<file path="config.mk">
export PLATFORM = sky130hd
export DESIGN_NAME = serial_subtractor
export DESIGN_NICKNAME = d
export VERILOG_FILES = /design/src/rtl/serial_subtractor_pkg.sv /design/src/rtl/full_subtractor.sv /design/src/rtl/serial_subtractor.sv
export SDC_FILE = /design/constraint.sdc
export NUM_CORES = 1
export LEC_CHECK = 0
export CORE_ASPECT_RATIO = 0.75
export CORE_MARGIN = 3
export CORE_UTILIZATION = 40
export DETAILED_ROUTE_END_ITERATION = 16
export SYNTH_ARGS = -nofsm -noshare
export SYNTH_HDL_FRONTEND = slang
export SYNTH_HIERARCHICAL = 1
export SYNTH_SLANG_ARGS = --single-unit
</file>
<file path="constraint.sdc">
create_clock -name clk -period 3 [get_ports clk]
set_clock_uncertainty 0.05 [all_clocks]
set_input_delay 0.6 -clock clk [delete_from_list [all_inputs] [get_ports clk]]
set_output_delay 0.6 -clock clk [all_outputs]
set_load 0.005 [all_outputs]
</file>
<file path="src/rtl/serial_subtractor_pkg.sv">
// Shared definitions for the serial_subtractor slice: FSM state encoding
// and the counter-width helper used to size the bit counter.
package serial_subtractor_pkg;

    // FSM state encoding shared by the serial arithmetic blocks
    typedef enum logic [1:0] {
        ST_IDLE = 2'd0,
        ST_RUN  = 2'd1,
        ST_DONE = 2'd2
    } state_t;

    // Ceiling log2, used to size the bit counter (CNT_W = clog2(WIDTH))
    function automatic int clog2_w(input int value);
        int r;
        r = 0;
        while ((32'sd1 <<< r) < value) begin
            r = r + 32'sd1;
        end
        return r;
    endfunction

endpackage

</file>
<file path="src/rtl/full_subtractor.sv">
// Combinational 1-bit full-subtractor cell: d = x ^ y ^ bin and the borrow
// out of that bit.
// Optional build macro SERIAL_SUBTRACTOR_ADD_MODE_EN adds a 'sub' select;
// with sub=0 the cell acts as a full adder and bout carries the carry-out.
module full_subtractor (
    input  logic x,
    input  logic y,
    input  logic bin,
`ifdef SERIAL_SUBTRACTOR_ADD_MODE_EN
    input  logic sub,
`endif
    output logic d,
    output logic bout
);

    logic borrow_s;
    logic carry_s;

    // Sum/difference bit plus borrow and carry terms for this position
    always_comb begin
        d        = x ^ y ^ bin;
        borrow_s = (~x & y) | (~(x ^ y) & bin);
        carry_s  = (x & y) | ((x ^ y) & bin);
    end

`ifdef SERIAL_SUBTRACTOR_ADD_MODE_EN
    // Select borrow (subtract) or carry (add) as the propagated bit
    always_comb begin
        if (sub) begin
            bout = borrow_s;
        end else begin
            bout = carry_s;
        end
    end
`else
    // Subtract-only build: the carry term is not propagated
    always_comb begin
        bout = borrow_s | (carry_s & 1'b0);
    end
`endif

endmodule

</file>
<file path="src/rtl/serial_subtractor.sv">
// Bit-serial WIDTH-bit subtractor: diff = a - b - bin, LSB first, one bit per
// clock through a single full_subtractor cell. Result and borrow-out are
// presented in parallel together with a one-cycle done pulse.
// Optional build macro SERIAL_SUBTRACTOR_ADD_MODE_EN adds a 'sub' input
// (captured with the operands) selecting subtract (1) or add (0).
module serial_subtractor
    import serial_subtractor_pkg::*;
#(
    parameter int WIDTH = 8
) (
    input  logic             clk,
    input  logic             rst,
    input  logic             start,
    input  logic [WIDTH-1:0] a,
    input  logic [WIDTH-1:0] b,
    input  logic             bin,
`ifdef SERIAL_SUBTRACTOR_ADD_MODE_EN
    input  logic             sub,
`endif
    output logic             busy,
    output logic             done,
    output logic [WIDTH-1:0] diff,
    output logic             bout
);

    localparam int CNT_W = clog2_w(WIDTH);
    localparam logic [CNT_W-1:0] LAST_CNT = CNT_W'(WIDTH - 1);

    state_t           state_r;
    state_t           state_s;
    logic [WIDTH-1:0] sa_r;
    logic [WIDTH-1:0] sb_r;
    logic [WIDTH-1:0] res_r;
    logic [WIDTH-1:0] res_s;
    logic [CNT_W-1:0] cnt_r;
    logic             br_r;
    logic             d_s;
    logic             br_s;
    logic             load_s;
    logic             step_s;
    logic             last_s;
`ifdef SERIAL_SUBTRACTOR_ADD_MODE_EN
    logic             sub_r;
`endif

    // Single arithmetic cell fed by the LSBs of the operand shift registers
    full_subtractor u_cell (
        .x    (sa_r[0]),
        .y    (sb_r[0]),
        .bin  (br_r),
`ifdef SERIAL_SUBTRACTOR_ADD_MODE_EN
        .sub  (sub_r),
`endif
        .d    (d_s),
        .bout (br_s)
    );

    // Next result word: the new bit enters from the MSB end
    always_comb begin
        res_s = {d_s, res_r[WIDTH-1:1]};
    end

    // Next-state and datapath control decode
    always_comb begin
        state_s = state_r;
        load_s  = 1'b0;
        step_s  = 1'b0;
        last_s  = 1'b0;
        case (state_r)
            ST_IDLE: begin
                if (start) begin
                    state_s = ST_RUN;
                    load_s  = 1'b1;
                end else begin
                    state_s = ST_IDLE;
                end
            end
            ST_RUN: begin
                step_s = 1'b1;
                if (cnt_r == LAST_CNT) begin
                    last_s  = 1'b1;
                    state_s = ST_DONE;
                end else begin
                    state_s = ST_RUN;
                end
            end
            ST_DONE: begin
                if (start) begin
                    state_s = ST_RUN;
                    load_s  = 1'b1;
                end else begin
                    state_s = ST_IDLE;
                end
            end
            default: begin
                state_s = ST_IDLE;
            end
        endcase
    end

    // FSM state register
    always_ff @(posedge clk) begin
        if (rst) begin
            state_r <= ST_IDLE;
        end else begin
            state_r <= state_s;
        end
    end

    // Operand/result shift registers, borrow, counter and registered outputs
    always_ff @(posedge clk) begin
        if (rst) begin
            sa_r  <= '0;
            sb_r  <= '0;
            res_r <= '0;
            cnt_r <= '0;
            br_r  <= 1'b0;
            busy  <= 1'b0;
            done  <= 1'b0;
            diff  <= '0;
            bout  <= 1'b0;
`ifdef SERIAL_SUBTRACTOR_ADD_MODE_EN
            sub_r <= 1'b1;
`endif
        end else if (load_s) begin
            sa_r  <= a;
            sb_r  <= b;
            res_r <= '0;
            cnt_r <= '0;
            br_r  <= bin;
            busy  <= 1'b1;
            done  <= 1'b0;
`ifdef SERIAL_SUBTRACTOR_ADD_MODE_EN
            sub_r <= sub;
`endif
        end else if (step_s) begin
            sa_r  <= {1'b0, sa_r[WIDTH-1:1]};
            sb_r  <= {1'b0, sb_r[WIDTH-1:1]};
            res_r <= res_s;
            cnt_r <= cnt_r + CNT_W'(1);
            br_r  <= br_s;
            if (last_s) begin
                diff <= res_s;
                bout <= br_s;
                done <= 1'b1;
                busy <= 1'b0;
            end else begin
                done <= 1'b0;
            end
        end else begin
            done <= 1'b0;
        end
    end

endmodule

</file>
==> results of run 1 <==
-- worst min-delay path, cell delays in order (launching register included) --
cell	delay [ns]
dfxtp_1	0.31
nand2_1	0.05
a21oi_1	0.05
-- cell usage after synthesis (all sizes together) --
cell type,instances,area share
nand3,12,0.037
nor2,10,0.023
ha,2,0.016
a22oi,3,0.020
xnor2,1,0.0055
clkbuf,5,0.012
a311oi,5,0.027
and2b,2,0.0094
buf,11,0.062
a21oi,22,0.069
nand2b,3,0.013
mux2i,2,0.012
nor3,16,0.050
o21a,1,0.0047
nand2,37,0.087
dfxtp,40,0.50
o22ai,7,0.027
inv,3,0.0070
nand3b,1,0.0047
fa,1,0.012
-- per-stage QoR --
step	area (sq um)	power, W	hold WS, ns	worst slack, ns
floorplan	1600	0.000678	0.387	1.63
global placement	1860	0.000705	0.395	0.935
detailed placement	1860	0.000710	0.400	0.890
CTS	1960	0.00108	0.409	1.13
global route	1960	0.00112	0.429	0.962
finish	1960	0.00107	0.408	1.17
-- logic make-up (layout without fill, tap and decap cells) --
kind of cell / count (synthesis) / in the layout / synth area share
xor+xnor: 1 / 1 / 0.00546
flops: 40 / 40 / 0.499
fa+ha+maj: 3 / 3 / 0.0281
buf+inv: 19 / 42 / 0.0819
compound gates: 38 / 38 / 0.148
mux: 2 / 2 / 0.0125
simple gates: 81 / 81 / 0.225
-- flip-flops by register name, summed over array words and instances (netlist names) --
| register | flops |
|---|---|
| diff | 8 |
| busy | 1 |
| sb_r | 8 |
| done | 1 |
| res_r | 7 |
| bout | 1 |
| state_r | 2 |
| br_r | 1 |
| sa_r | 8 |
| cnt_r | 3 |
-- how the worst max path moves through the flow --
stage          slack [ns]                   from  cells past startpoint                     to
5_1_grt              0.96  cnt_r[0]$_SDFFE_PP0N_                      5      busy$_SDFFE_PP0P_
4_1_cts              1.13  cnt_r[0]$_SDFFE_PP0N_                      5      busy$_SDFFE_PP0P_
6_report             1.17  cnt_r[0]$_SDFFE_PP0N_                      5      busy$_SDFFE_PP0P_
3_3_place_gp         0.94                  start                      4   sb_r[7]$_SDFFE_PP0P_
3_5_place_dp         0.89                    rst                      3  cnt_r[0]$_SDFFE_PP0N_
2_1_floorplan        1.63  cnt_r[0]$_SDFFE_PP0N_                      6   diff[0]$_SDFFE_PP0P_
-- layout by cell type (no fill, tap or decap) --
master,count
dfxtp_1,40
nand2_1,37
clkdlybuf4s50_1,30
a21oi_1,22
nor3_1,16
nand3_1,12
nor2_1,10
o22ai_1,7
clkbuf_8,7
a311oi_1,5
inv_1,3
and2b_1,2
nand2b_1,2
a22oi_2,2
mux2i_1,2
ha_1,2
buf_4,2
nand3b_1,1
nand2b_2,1
xnor2_1,1
o21a_1,1
a22oi_1,1
fa_1,1
-- area by class of cell --
| class | instances | area, sq um | share of cell area |
|---|---|---|---|
| flip-flops and latches | 40 | 801 | 0.408 |
| multi-input cells | 125 | 672 | 0.343 |
| repair buffers | 32 | 315 | 0.161 |
| well taps | 52 | 65.1 | 0.0332 |
| clock buffers | 7 | 96.3 | 0.0491 |
| inverters | 3 | 11.3 | 0.00574 |
-- where the power goes --
part	switching, W	internal, W
clock	0.000167	0.000205
sequential	0.0000137	0.000556
combinational	0.0000680	0.0000591
total	0.000248	0.000820
-- layer usage --
layer / wire (um) / vias to the layer above
met5: 0 / -
met4: 40 / 0
met3: 153 / 5
met2: 1500 / 20
met1: 1520 / 603
li1: - / 671
==> impl_metrics.json, run 1 <==
{
  "fillCellCount": 378,
  "cts-root-buf": "clkbuf_8",
  "grt_max_degree": 26,
  "hp-start": "diff[3]$_SDFFE_PP0P_",
  "leakagePower_nw": 0.679,
  "synthesis.nets": 207,
  "met2_usage": 0.233,
  "cp_data_arrival_time_ns": 1.94,
  "rr_worst_depth": 5,
  "hold_violations": 0,
  "irDropWorstVdd_mv": 0.326,
  "syn_area_sq_mm": 0.00160,
  "reg2reg_to": "busy$_SDFFE_PP0P_",
  "grt_busiest_layer": "met2",
  "yosysSeqAreaShare": 0.499,
  "drtPass1Iterations": 4,
  "powerDensity_mw_per_mm2": 545,
  "place_congestion": 0.713,
  "synth_area_per_cell_sq_um": 8.72,
  "ant_nets": 0,
  "cp_slowest_cell": "nand3b_1",
  "initialDrtViolationCount": 69,
  "path_clk_slew_ns": 0.07,
  "grt_pass1_vias": 1192,
  "io_pins": 31,
  "numPlacedInstances": 252,
  "dieArea_sq_mm": 0.00481,
  "cts.repair.resized": 0,
  "rows": 19,
  "syn_inst": 184,
  "cts_tree": "done",
  "track_usage": 0.145,
  "vias": 1299,
  "synthDistinctLibCells": 26,
  "drc": 0,
  "post_cts_buffers": 0,
  "clk_path_buf_depth": 2,
  "grt_pass1_wl_um": 5380,
  "numCtsBuffers": 5,
  "relSlewSlack": 0.384,
  "area_delta_synth_final_pct": 22.2,
  "min_to": "diff[3]$_SDFFE_PP0P_",
  "start_util": 0.427,
  "rr_startpoint": "cnt_r[0]$_SDFFE_PP0N_",
  "critical_path.max_stage_delay_ns": 0.42,
  "hpwl_um": 2260,
  "cp_common_cell": "ha_1",
  "cap_violations": 0,
  "use_met1": 0.181,
  "worst_setup_path_end_kind": "register",
  "core_area_sq_mm": 0.00376,
  "crit_type": "register to register",
  "insertion_delay_ns": 0.28,
  "max_freq_mhz": 546,
  "grt_overflow_total": 0,
  "hp-class": "register to register",
  "die_h_um": 60.8,
  "nets": 230,
  "wirelength_um": 3210,
  "setup_tns_ns": 0,
  "use_met3": 0.0460,
  "layout.cells.non_filler": 259,
  "num_antenna_cells": 0,
  "setup_viol": 0,
  "yosysWarnings": 6,
  "finalCritPeriodShare": 0.611,
  "period_needed_ns": 1.83,
  "crit_family": "adder cells",
  "ys_ff_latch": 40,
  "crit_chain": "ha_1, ha_1, nand3b_1, a21oi_1, nor2_1",
  "utilization": 0.522,
  "rsz0062_at_grt": "false",
  "port_buffers": 30,
  "outcome": "complete, no violations",
  "reg2reg_setup_slack_ns": 1.17,
  "cp-start-kind": "register",
  "cp_max_fo": 12,
  "die_w_um": 79.1,
  "worstPathBufferInverterCount": 0,
  "antenna_found_initial": 0,
  "via_per_inst": 5.02,
  "drv_slew": 0,
  "critPathRequiredTime_ns": 3.11,
  "whs_path_depth": 2,
  "wire_per_inst_um": 12.4,
  "holdBufCountCts": 0,
  "drive_gt1_frac": 0.0580,
  "h-tree-depth": 2,
  "tightest_slew_ns": 0.924,
  "numClockSinks": 40
}
Power figures use the tool's default switching activity.
==> run 2: changes to the inputs <==
PLACE_DENSITY = 0.67   (was not set)
clock period = 1.5 ns   (was 3 ns; I/O delays follow)
==> impl_metrics.json, run 2 (synthesis results as in run 1) <==
{
  "crit_type": "register to output port",
  "m1WireLength_um": 1580,
  "nets": 244,
  "core_area_sq_mm": 0.00376,
  "die_w_um": 79.1,
  "p_clk_frac": 0.371,
  "relSlewSlack": 0.844,
  "cts.repair.resized": 2,
  "pre_cts_slack_ns": -0.0387,
  "final_cell_mix": "dfxtp_1, nand2_1, a21oi_1",
  "numClockSinks": 40,
  "powerDensity_mw_per_mm2": 1080,
  "cp_slowest_cell": "clkdlybuf4s50_1",
  "met2_length_um": 1520,
  "cp_max_fo": 2,
  "antenna_found_initial": 0,
  "top_layer_used": "met4",
  "grt_overflow_total": 0,
  "p_comb_frac": 0.129,
  "drive_gt1_frac": 0.122,
  "h-tree-depth": 2,
  "die_h_um": 60.8,
  "irDropWorstVdd_mv": 0.574,
  "place_congestion": 0.770,
  "rsz0062_at_grt": "false",
  "holdBufCountCts": 0,
  "num_antenna_cells": 0,
  "finalCritPeriodShare": 0.968,
  "whs_path_depth": 2,
  "rr_worst_depth": 6,
  "setup_viol": 0,
  "p_total_w": 0.00228,
  "leakagePower_nw": 0.895,
  "worst_setup_path_end_kind": "output port",
  "post_cts_buffers": 0,
  "crit_chain": "clkdlybuf4s50_1",
  "critPathRequiredTime_ns": 1.15,
  "via_per_inst": 4.95,
  "area_delta_synth_final_pct": 31.3,
  "fillCellCount": 372,
  "io_pins": 31,
  "drv_slew": 0,
  "critical_path.max_stage_delay_ns": 0.49,
  "max_freq_mhz": 689,
  "fin_ws_ns": 0.0480,
  "port_buffers": 30,
  "numCtsBuffers": 5,
  "hpwl_um": 2350,
  "tightest_slew_ns": 0.232,
  "wirelength_um": 3310,
  "cts-root-buf": "clkbuf_8",
  "drc": 0,
  "ant_nets": 0,
  "outcome": "complete, no violations",
  "cts_tree": "done",
  "path_depth": 1,
  "seq_power_share": 0.500,
  "period_needed_ns": 1.45,
  "grt_max_degree": 19,
  "rows": 19,
  "drtPass1Iterations": 4,
  "path_clk_slew_ns": 0.07,
  "setup_tns_ns": 0,
  "insertion_delay_ns": 0.29,
  "whs_ns": 0.402,
  "vias": 1355,
  "met3_length_um": 130,
  "top_regs": "diff: 8 flops, sa_r: 8 flops, sb_r: 8 flops",
  "worstPathBufferInverterCount": 1,
  "clk_path_buf_depth": 2,
  "cp_data_arrival_time_ns": 1.10,
  "hold_violations": 0,
  "start_util": 0.427,
  "final_common_cell": "dfxtp_1",
  "hp-class": "register to register",
  "cp-start-kind": "register",
  "dieArea_sq_mm": 0.00481,
  "utilization": 0.561,
  "grt_pass1_wl_um": 5640,
  "crit_family": "buffers and inverters",
  "wire_per_inst_um": 12.1,
  "track_usage": 0.155,
  "initialDrtViolationCount": 65,
  "grt_pass1_vias": 1259,
  "cap_violations": 0,
  "netSwitchingFraction": 0.230,
  "switchingPower_w": 0.000524,
  "p_int_w": 0.00176
}
-- run 2: area by class of cell --
cell class	count	area, sq um	area share
clock buffers	6	72.6	0.0345
inverters	3	11.3	0.00535
clock inverters	2	35.0	0.0166
repair buffers	46	448	0.213
flip-flops and latches	40	802	0.381
multi-input cells	125	672	0.319
well taps	52	65.1	0.0309
-- run 2: power by group through the flow --
stage / sequential, W / combinational (W) / clock [W]
final: 0.00114 / 0.000295 / 0.000845
after detailed placement: 0.00116 / 0.000298 / 0
after CTS: 0.00114 / 0.000298 / 0.000876
after global placement: 0.00116 / 0.000293 / 0
after floorplan: 0.00116 / 0.000200 / 0
after global routing: 0.00115 / 0.000328 / 0.000923
-- run 2: stage by stage --
| step | std cells | cell area, sq um |
|---|---|---|
| floorplan | 184 | 1600 |
| CTS | 274 | 2090 |
| global placement | 266 | 1980 |
| global route | 274 | 2110 |
| detailed placement | 266 | 1980 |
| finish | 274 | 2110 |
-- run 2: per-layer routing --
metal	up-vias	track usage
met5	-	0
li1	704	-
met1	620	0.186
met3	9	0.0490
met4	0	0.0858
met2	22	0.251
-- run 2: worst paths after layout --
kind,from,end,slack (ns)
max,bout$_SDFFE_PP0P_,bout,0.05
min reg2reg,bout$_SDFFE_PP0P_,bout$_SDFFE_PP0P_,0.40
min,bout$_SDFFE_PP0P_,bout$_SDFFE_PP0P_,0.40
max reg2reg,cnt_r[0]$_SDFFE_PP0N_,diff[4]$_SDFFE_PP0P_,0.20
